===== src/rtl/nibble_serial_adder.sv =====
// Nibble-serial adder/subtractor: one 4-bit carry-lookahead slice per clock,
// operands captured on the input handshake, result held until the output handshake.
module nibble_serial_adder #(
    parameter int WIDTH = 16
) (
    input  logic             clk,
    input  logic             rst,
    input  logic             in_valid,
    output logic             in_ready,
    input  logic [WIDTH-1:0] a,
    input  logic [WIDTH-1:0] b,
    input  logic             cin,
    input  logic             sub,
    output logic             out_valid,
    input  logic             out_ready,
    output logic [WIDTH-1:0] sum,
    output logic             cout,
    output logic             ovf
);

    localparam int NIB = WIDTH / 4;
    localparam int IW  = (NIB > 1) ? $clog2(NIB) : 1;
    localparam logic [IW-1:0] LAST_IDX = IW'(NIB - 1);
    localparam logic [IW-1:0] IDX_ONE  = IW'(1);

    localparam logic [1:0] IDLE = 2'd0;
    localparam logic [1:0] RUN  = 2'd1;
    localparam logic [1:0] DONE = 2'd2;

    // Returns {c3, c2, s[3:0]}; c2 is the carry into the slice MSB.
    function automatic logic [5:0] cla4(input logic [3:0] x, input logic [3:0] y, input logic ci);
        logic [3:0] g;
        logic [3:0] p;
        logic       c0;
        logic       c1;
        logic       c2;
        logic       c3;
        g  = x & y;
        p  = x ^ y;
        c0 = g[0] | (p[0] & ci);
        c1 = g[1] | (p[1] & g[0]) | (p[1] & p[0] & ci);
        c2 = g[2] | (p[2] & g[1]) | (p[2] & p[1] & g[0]) | (p[2] & p[1] & p[0] & ci);
        c3 = g[3] | (p[3] & g[2]) | (p[3] & p[2] & g[1]) | (p[3] & p[2] & p[1] & g[0])
           | (p[3] & p[2] & p[1] & p[0] & ci);
        return {c3, c2, p ^ {c2, c1, c0, ci}};
    endfunction

    logic [1:0]       state_r;
    logic [1:0]       state_nxt_s;
    logic             in_ready_r;
    logic             out_valid_r;
    logic [WIDTH-1:0] a_r;
    logic [WIDTH-1:0] b_r;
    logic             carry_r;
    logic [IW-1:0]    idx_r;
    logic [WIDTH-1:0] sum_r;
    logic             cout_r;
    logic             ovf_r;
    logic             accept_s;
    logic             step_s;
    logic             last_s;
    logic [IW+1:0]    off_s;
    logic [5:0]       slice_s;

    assign off_s   = {idx_r, 2'b00};
    assign slice_s = cla4(a_r[off_s +: 4], b_r[off_s +: 4], carry_r);

    // Next-state decode and per-cycle action strobes
    always_comb begin
        state_nxt_s = state_r;
        accept_s    = 1'b0;
        step_s      = 1'b0;
        last_s      = 1'b0;
        case (state_r)
            IDLE: begin
                if (in_valid) begin
                    accept_s    = 1'b1;
                    state_nxt_s = RUN;
                end else begin
                    state_nxt_s = IDLE;
                end
            end
            RUN: begin
                step_s = 1'b1;
                if (idx_r == LAST_IDX) begin
                    last_s      = 1'b1;
                    state_nxt_s = DONE;
                end else begin
                    state_nxt_s = RUN;
                end
            end
            DONE: begin
                if (out_ready) begin
                    state_nxt_s = IDLE;
                end else begin
                    state_nxt_s = DONE;
                end
            end
            default: begin
                state_nxt_s = IDLE;
            end
        endcase
    end

    // State, handshake flags, operand capture and nibble datapath registers
    always_ff @(posedge clk or posedge rst) begin
        if (rst) begin
            state_r     <= IDLE;
            in_ready_r  <= 1'b1;
            out_valid_r <= 1'b0;
            a_r         <= '0;
            b_r         <= '0;
            carry_r     <= 1'b0;
            idx_r       <= '0;
            sum_r       <= '0;
            cout_r      <= 1'b0;
            ovf_r       <= 1'b0;
        end else begin
            state_r     <= state_nxt_s;
            in_ready_r  <= (state_nxt_s == IDLE);
            out_valid_r <= (state_nxt_s == DONE);
            if (accept_s) begin
                a_r     <= a;
                b_r     <= sub ? ~b : b;
                carry_r <= sub ? 1'b1 : cin;
                idx_r   <= '0;
            end else if (step_s) begin
                sum_r[off_s +: 4] <= slice_s[3:0];
                carry_r           <= slice_s[5];
                idx_r             <= idx_r + IDX_ONE;
                if (last_s) begin
                    cout_r <= slice_s[5];
                    ovf_r  <= slice_s[5] ^ slice_s[4];
                end else begin
                    cout_r <= cout_r;
                    ovf_r  <= ovf_r;
                end
            end else begin
                carry_r <= carry_r;
                idx_r   <= idx_r;
            end
        end
    end

    assign in_ready  = in_ready_r;
    assign out_valid = out_valid_r;
    assign sum       = sum_r;
    assign cout      = cout_r;
    assign ovf       = ovf_r;

endmodule


===== config.mk =====
export PLATFORM = sky130hd
export DESIGN_NAME = nibble_serial_adder
export DESIGN_NICKNAME = d
export VERILOG_FILES = /design/src/rtl/nibble_serial_adder.sv
export SDC_FILE = /design/constraint.sdc
export NUM_CORES = 1
export LEC_CHECK = 0
export CELL_PAD_IN_SITES_DETAIL_PLACEMENT = 0
export CELL_PAD_IN_SITES_GLOBAL_PLACEMENT = 1
export CORE_MARGIN = 2
export CORE_UTILIZATION = 41
export DETAILED_ROUTE_END_ITERATION = 7
export PLACE_DENSITY = 0.9
export SYNTH_ARGS = -nofsm -noshare
export SYNTH_HDL_FRONTEND = slang
export SYNTH_SLANG_ARGS = --single-unit

===== constraint.sdc =====
create_clock -name clk -period 3.25 [get_ports clk]
set_input_delay 0.65 -clock clk [delete_from_list [all_inputs] [get_ports clk]]
set_output_delay 0.65 -clock clk [all_outputs]
set_load 0.1 [all_outputs]

==> results by group, run 1 <==
Clock tree
  – Setup Fix Bufs, Post-CTS: 0
  – H-tree levels: 3
  – Post_cts resized: 0
  – CTS tree: built
  – Sink Count: 57
  – Clock root cell: clkbuf_8
  – Clk Latency, worst-skew pair: 330 ps
  – Hold_buf cts: 0
  – Inserted Clock Buffers: 9
  – Longest Clk Path Bufs: 2
  – Clk slew on worst S/H paths: 60 ps

STA
  – TNS Setup: 0 ps
  – Final setup viols: 0
  – RSZ-0062 raised after global routing: no
  – Min Tclk post-route: 2690 ps
  – Slew @ Worst Pin: 714 ps
  – Final hold vios: 0
  – Final period util: 82.7%
  – Highest clock rate: 372 MHz
  – Clock Skew: 6.02 ps
  – Max_slew headroom: 52.4%
  – Slew Viols, Final: 0

Synthesis
  – Dominant synthesized flop cell: dfrtp_1
  – Ys async rst share: 100%
  – Gate Count Post-Synth: 217
  – Syn avg cell area: 12.9 µm²
  – Mux contribution to synthesized area: 13.6%
  – Yosys Warn Count: 0
  – Post-synth cell types: 37
  – Share of the synthesized area in the top cell type: 50.1%
  – Seq/Total Area, Yosys: 51.1%
  – Fraction of the mapped netlist area in adder cells: 5.19%
  – Post-Synth XOR/XNOR Area: 6.53%
  – Post-Syn Nets: 266
  – Number of synthesized flops with an enable pin: 0
  – FF+latch count, synth: 57
  – Compound-Gate Fraction of Synth Area: 11.5%
  – Count leader, synth: dfrtp_1
  – Post-synthesis simple-gate area fraction: 9.22%
  – Post-synth top area cell: dfrtp_1
  – Cell Area, Synth: 2800 µm²
  – Commonest cells in the netlist: dfrtp_1, nor2_1, a21oi_1, xnor2_1, mux2_2
  – Main combinational cell family by area after synthesis: multiplexers
  – Main area contributors after synthesis: dfrtp_1, mux2_2, mux4_2

Drt
  – DRC: 0
  – Vias: 1883
  – Initial DRC count: 53
  – Via/cell ratio: 5.16
  – Final WL: 5.30 mm
  – Post-DR wirelength/cell: 14.5 µm
  – TritonRoute pass-1 iters: 4
  – ANT nets after route: 0

Cells and area
  – # fillers: 619
  – Fraction of layout cells with a size suffix above 1: 30.5%
  – Synthesis-to-finish area growth: 29.6%
  – Inserted Diodes: 0
  – Final #Nets: 329
  – Finished Core Util: 54.2%

Critical path
  – Max stage delay on crit path: 800 ps
  – Crit path arrival time: 2910 ps
  – Setup crit end kind: register
  – Reg-to-Reg Start: idx_r[0]
  – Worst Setup EP: sum[7]
  – Startpoint types: register
  – R2R depth: 6
  – Critical path depth: 6
  – Worst r2r dst: sum[7]
  – WS Path Type: register to register
  – CP startpoint: idx_r[0]
  – Slowest cell on crit path: dfrtp_1
  – Crit Path Max Fanout: 15
  – Crit-path leading delay family: flip-flops
  – CP required: 3470 ps
  – Worst Path Buf+Inv: 0
  – R2R setup slack: 560 ps
  – Cell Chain, Critical Path: mux4_2, ha_1, a211oi_2, o21bai_2, xor2_2, a22o_2

Run
  – Maxcap violations: 0

Floorplanning
  – I/O pin count: 58
  – Initial core utilization: 41.9%
  – Area of the core: 6680 µm²
  – Row Count: 30
  – Die H: 86.6 µm
  – Chip width: 86.6 µm
  – Die area: 7500 µm²

Global routing
  – Vias in the first global route: 1852
  – Initial antenna violation count: 0
  – First-pass GRT wire length: 8.89 mm
  – Grt ovf: 0
  – Largest net degree at the start of global routing: 58
  – Total global-route track usage: 15.6%

Run status
  – Status: finished, final reports clean

Placement
  – Buffers on Ports: 57
  – Final RePlAce weighted congestion: 0.742
  – Detail Placement HPWL: 3.93 mm

Hold path
  – Hold Crit Class: register to register
metrics by stage:
stage | hold WS, ps | worst slack (ps) | area, µm² | std cells
after floorplan | 475 | 882 | 2800 | 217
after global placement | 481 | 600 | 3390 | 349
after CTS | 501 | 521 | 3620 | 365
final | 502 | 563 | 3620 | 365
after global routing | 521 | 363 | 3620 | 365
after detailed placement | 487 | 539 | 3390 | 349
layout by cell type (no fill, tap or decap), drive strengths merged, types with 3 or more instances in the layout:
cell	n
dfrtp	56
clkdlybuf4s50	37
buf	24
nor2	21
a21oi	18
xnor2	17
mux2	16
nand2	15
a22o	15
clkbuf	11
ha	10
mux4	8
o21ai	5
inv	4
xor2	3
o21bai	3
tightest hold or removal path, stage by stage, from the launching register on:
cell and delay, ps:
dfrtp_1 350, nand2_1 60, o21ai_0 60
per-layer routing:
| layer | routed length (µm) | part of all wire [%] | vias to the layer above | track usage [%] |
|---|---|---|---|---|
| met5 | 0 | 0 | - | 0 |
| met4 | 101 | 1.9 | 0 | 7.24 |
| met3 | 283 | 5.3 | 10 | 3.71 |
| met2 | 2500 | 47 | 58 | 23.9 |
| met1 | 2410 | 45 | 917 | 21.1 |
| li1 | - | - | 898 | - |
cell families (layout without fill, tap and decap cells):
| family | Yosys count | count (layout) |
|---|---|---|
| fa+ha+maj | 11 | 11 |
| flops | 57 | 57 |
| xor+xnor | 20 | 20 |
| simple gates | 45 | 45 |
| buf+inv | 13 | 81 |
| compound gates | 45 | 45 |
| mux | 26 | 26 |
flip-flops by register name, indices dropped and copies added, names as in the netlist:
| register | cells |
|---|---|
| idx_r | 2 |
| ovf | 1 |
| sum | 16 |
| cout | 1 |
| a_r | 16 |
| b_r | 16 |
| state_r | 2 |
| out_valid | 1 |
| in_ready | 1 |
| carry_r | 1 |
layout make-up:
type | instances | area, µm² | share of cell area [%]
Tap cell | 80 | 100 | 2.76
Multi-Input combinational cell | 147 | 1290 | 35.6
Sequential cell | 57 | 1430 | 39.4
Clock inverter | 5 | 77.6 | 2.14
Timing Repair Buffer | 61 | 563 | 15.5
Clock buffer | 11 | 151 | 4.18
Inverter | 4 | 15.0 | 0.414
how the worst min path moves through the flow:
stage	depth (start not counted)	start	end
2_1_floorplan	1	a_r[10]	a_r[10]
3_3_place_gp	2	sum[2]	sum[2]
4_1_cts	2	ovf	ovf
6_report	2	ovf	ovf
3_5_place_dp	2	ovf	ovf
5_1_grt	1	a_r[3]	a_r[3]
Power of run 1 is left out: the tool's default activity adds up to more than one toggle a clock period on the data nets, which glitch-free logic cannot reach.
==> inputs of run 2 (changes only) <==
Settings changed: CORE_UTILIZATION 41 to 37, PLACE_DENSITY 0.9 to 0.86.
Clock period 3.25 ns to 2.2 ns, I/O delays scaled along.
==> results by group, run 2 (synthesis results as in run 1) <==
Cells and area
  – Synthesis-to-finish area growth: 36.8%
  – Inserted Diodes: 0
  – Finished Core Util: 52.5%
  – Area of the multi-input gates: 1350 µm²
  – Commonest non-fill, non-tap cell in the layout: dfrtp_1
  – Commonest non-fill, non-tap cells in the layout: dfrtp_1, clkdlybuf4s50_1, buf_4
  – Final #Nets: 340
  – # fillers: 656
  – Storage cell area: 1430 µm²
  – Final instance area: 3820 µm²
  – Fraction of layout cells with a size suffix above 1: 35.1%

Placement
  – Final RePlAce weighted congestion: 0.829
  – Post-placement cell area: 3520 µm²
  – Buffers on Ports: 57
  – Detail Placement HPWL: 4.09 mm

Critical path
  – WS Path Type: register to register
  – Crit Path Max Fanout: 5
  – R2R depth: 7
  – CP required: 2430 ps
  – Crit path arrival time: 2500 ps
  – Startpoint types: register
  – Setup crit end kind: register

STA
  – Clock Skew: 5.40 ps
  – Final setup viols: 5
  – RSZ-0062 raised after global routing: yes
  – Max_slew headroom: 72.0%
  – Highest clock rate: 441 MHz
  – TNS Setup: -196 ps
  – Slew Viols, Final: 0
  – Final hold vios: 0
  – Final worst setup slack: -69.3 ps
  – Slew @ Worst Pin: 420 ps
  – Min Tclk post-route: 2270 ps
  – Hold Slack: 290 ps
  – Final period util: 103%

Drt
  – DRC: 0
  – TritonRoute pass-1 iters: 4
  – Post-DR wirelength/cell: 14.1 µm
  – Final WL: 5.58 mm
  – Via/cell ratio: 4.76
  – ANT nets after route: 0
  – Vias: 1879
  – Initial DRC count: 100

Run status
  – Failing checks: negative setup slack
  – Status: finished, violations left

Floorplanning
  – Row Count: 31
  – Die H: 90.9 µm
  – Chip width: 90.9 µm
  – Die area: 8270 µm²
  – I/O pin count: 58
  – Area of the core: 7290 µm²
  – Initial core utilization: 38.3%

Global routing
  – Largest net degree at the start of global routing: 50
  – Grt ovf: 0
  – Vias in the first global route: 1884
  – Total global-route track usage: 14.2%
  – First-pass GRT wire length: 8.96 mm
  – Initial antenna violation count: 0

Clock tree
  – Sink Count: 57
  – Hold_buf cts: 0
  – H-tree levels: 3
  – CTS tree: built
  – Clk slew on worst S/H paths: 70 ps
  – Longest Clk Path Bufs: 2
  – Clk Latency, worst-skew pair: 340 ps
  – Clock root cell: clkbuf_8
  – Inserted Clock Buffers: 9

Run
  – Maxcap violations: 0

Hold path
  – Hold Crit Class: input pin to asynchronous set/reset pin
==> run 2: per-layer routing <==
| metal | track usage (%) | wire length (µm) | up-vias |
|---|---|---|---|
| met5 | 0 | 0 | - |
| met4 | 6.44 | 108 | 0 |
| met3 | 4.98 | 271 | 11 |
| met2 | 22.5 | 2750 | 45 |
| met1 | 17.5 | 2440 | 904 |
| li1 | - | - | 919 |
==> run 2: layout make-up <==
cell class	count	area share, %
repair buffers	72	17.5
inverters	4	0.393
multi-input cells	147	35.2
clock inverters	6	2.75
flip-flops and latches	57	37.4
clock buffers	10	3.60
well taps	99	3.24
==> run 2: final timing paths <==
check	slack [ps]	startpoint	to
max reg2reg	-70	idx_r[0]	sum[7]
max	-70	idx_r[0]	sum[7]
max in group asynchronous	1370	rst	in_ready
min in group clk	490	ovf	ovf
min	290	rst	sum[2]
min reg2reg	490	ovf	ovf
==> run 2: repair_timing <==
item,CTS,global route
setup buffers,3,0
endpoints found under the setup margin,12,10
gates cloned,0,0
resized for setup,1,8
pin swaps,1,6
==> run 2: worst max-delay path: stages, from the launching register on <==
cell and delay (ps):
dfrtp_2 440, buf_6 120, mux4_2 540, ha_4 240, a211oi_2 210, o21bai_2 160, xor2_2 190, a22o_2 250
==> run 2: metrics by stage <==
stage               instances  worst slack, ps
floorplan                 217            -9.36
global placement          376            -15.2
detailed placement        376             -104
CTS                       395            -32.6
global route              395             -138
finish                    395            -69.3
Power of run 2 is left out for the same reason.
==> inputs of run 3 (changes only) <==
Settings changed: MAX_ROUTING_LAYER from default to met4.
==> results by group, run 3 (synthesis results as in run 1) <==
Placement
  – Final RePlAce weighted congestion: 0.842
  – Buffers on Ports: 57
  – Place WS: -104 ps
  – Detail Placement HPWL: 4.09 mm

Drt
  – Final WL: 5.56 mm
  – Top Metal Used: met4
  – ANT nets after route: 0
  – Vias: 1874
  – Via/cell ratio: 4.74
  – TritonRoute pass-1 iters: 4
  – Wl on met1: 2.46 mm
  – Initial DRC count: 101
  – Met2 routed WL: 2.76 mm
  – Post-DR wirelength/cell: 14.1 µm
  – DRC: 0
  – Met3 routed WL: 217 µm

Hold path
  – Hold Crit Class: input pin to asynchronous set/reset pin

Critical path
  – Startpoint types: register
  – Setup crit end kind: register
  – Worst Path Buf+Inv: 1
  – Crit Path Max Fanout: 5
  – WS Path Type: register to register
  – CP required: 2430 ps
  – Cell Chain, Critical Path: buf_6, mux4_2, ha_4, a211oi_2, o21bai_2, xor2_2, a22o_2
  – Max stage delay on crit path: 540 ps
  – Slowest cell on crit path: mux4_2
  – Crit-path leading delay family: compound AO/OA/AOI/OAI gates
  – Crit path arrival time: 2490 ps

Clock tree
  – Clk Latency, worst-skew pair: 340 ps
  – Inserted Clock Buffers: 9
  – H-tree levels: 3
  – Longest Clk Path Bufs: 2
  – Hold_buf cts: 0
  – Clk slew on worst S/H paths: 70 ps
  – CTS tree: built
  – Clock root cell: clkbuf_8
  – Sink Count: 57

Cells and area
  – Inserted Diodes: 0
  – Final #Nets: 340
  – Commonest non-fill, non-tap cells in the layout: dfrtp_1, clkdlybuf4s50_1, buf_4
  – Fraction of layout cells with a size suffix above 1: 35.1%
  – Synthesis-to-finish area growth: 36.8%
  – Commonest non-fill, non-tap cell in the layout: dfrtp_1
  – Finished Core Util: 52.5%

Floorplanning
  – Die H: 90.9 µm
  – Row Count: 31
  – Die area: 8270 µm²
  – Area of the core: 7290 µm²
  – Initial core utilization: 38.3%
  – I/O pin count: 58
  – Chip width: 90.9 µm

Run status
  – Failing checks: negative setup slack
  – Status: finished, violations left

STA
  – Clock Skew: 5.49 ps
  – Final setup viols: 5
  – Min Tclk post-route: 2270 ps
  – Slew Viols, Final: 0
  – Final hold vios: 0
  – Final worst setup slack: -69.0 ps
  – Slew @ Worst Pin: 424 ps
  – Highest clock rate: 441 MHz
  – Final period util: 103%
  – RSZ-0062 raised after global routing: yes
  – Hold Slack: 293 ps
  – TNS Setup: -195 ps
  – Max_slew headroom: 71.7%

Global routing
  – Largest net degree at the start of global routing: 50
  – Grt ovf: 0
  – First-pass GRT wire length: 8.97 mm
  – Initial antenna violation count: 0
  – Vias in the first global route: 1873
  – Total global-route track usage: 14.5%

Run
  – Maxcap violations: 0
run 3: worst paths after layout:
| check | slack [ps] | to | cells past startpoint | start |
|---|---|---|---|---|
| worst max-delay path | -70 | sum[7] | 7 | idx_r[0] |
| worst min-delay path | 290 | sum[2] | 2 | rst |
| worst max register to register | -70 | sum[7] | 7 | idx_r[0] |
| worst min register to register | 490 | ovf | 2 | ovf |
| max in group asynchronous | 1370 | in_ready | 3 | rst |
| min in group clk | 490 | ovf | 2 | ovf |
run 3: what timing repair did:
item,4_1_cts,5_1_grt
setup endpoints to repair,12,10
resized for setup,1,8
setup buffers,3,0
pin swaps,1,6
run 3: cell type report:
class | count | area, µm²
fill | 656 | 3470
sequential | 57 | 1430
tap | 99 | 124
multi-input combinational | 147 | 1350
inverter | 4 | 15.0
clock buffer | 10 | 138
timing repair buffer | 72 | 669
clock inverter | 6 | 105
run 3: per-layer routing:
| layer | up-vias | GRT usage [%] |
|---|---|---|
| met5 | - | - |
| met4 | 0 | 7.20 |
| met3 | 12 | 3.90 |
| met2 | 41 | 22.5 |
| met1 | 899 | 17.6 |
| li1 | 922 | - |
run 3: through the flow:
step                instance area, µm²  cells
floorplan                         2830    217
global placement                  3520    376
detailed placement                3520    376
CTS                               3780    395
global route                      3820    395
finish                            3820    395
Power of run 3 is left out for the same reason.
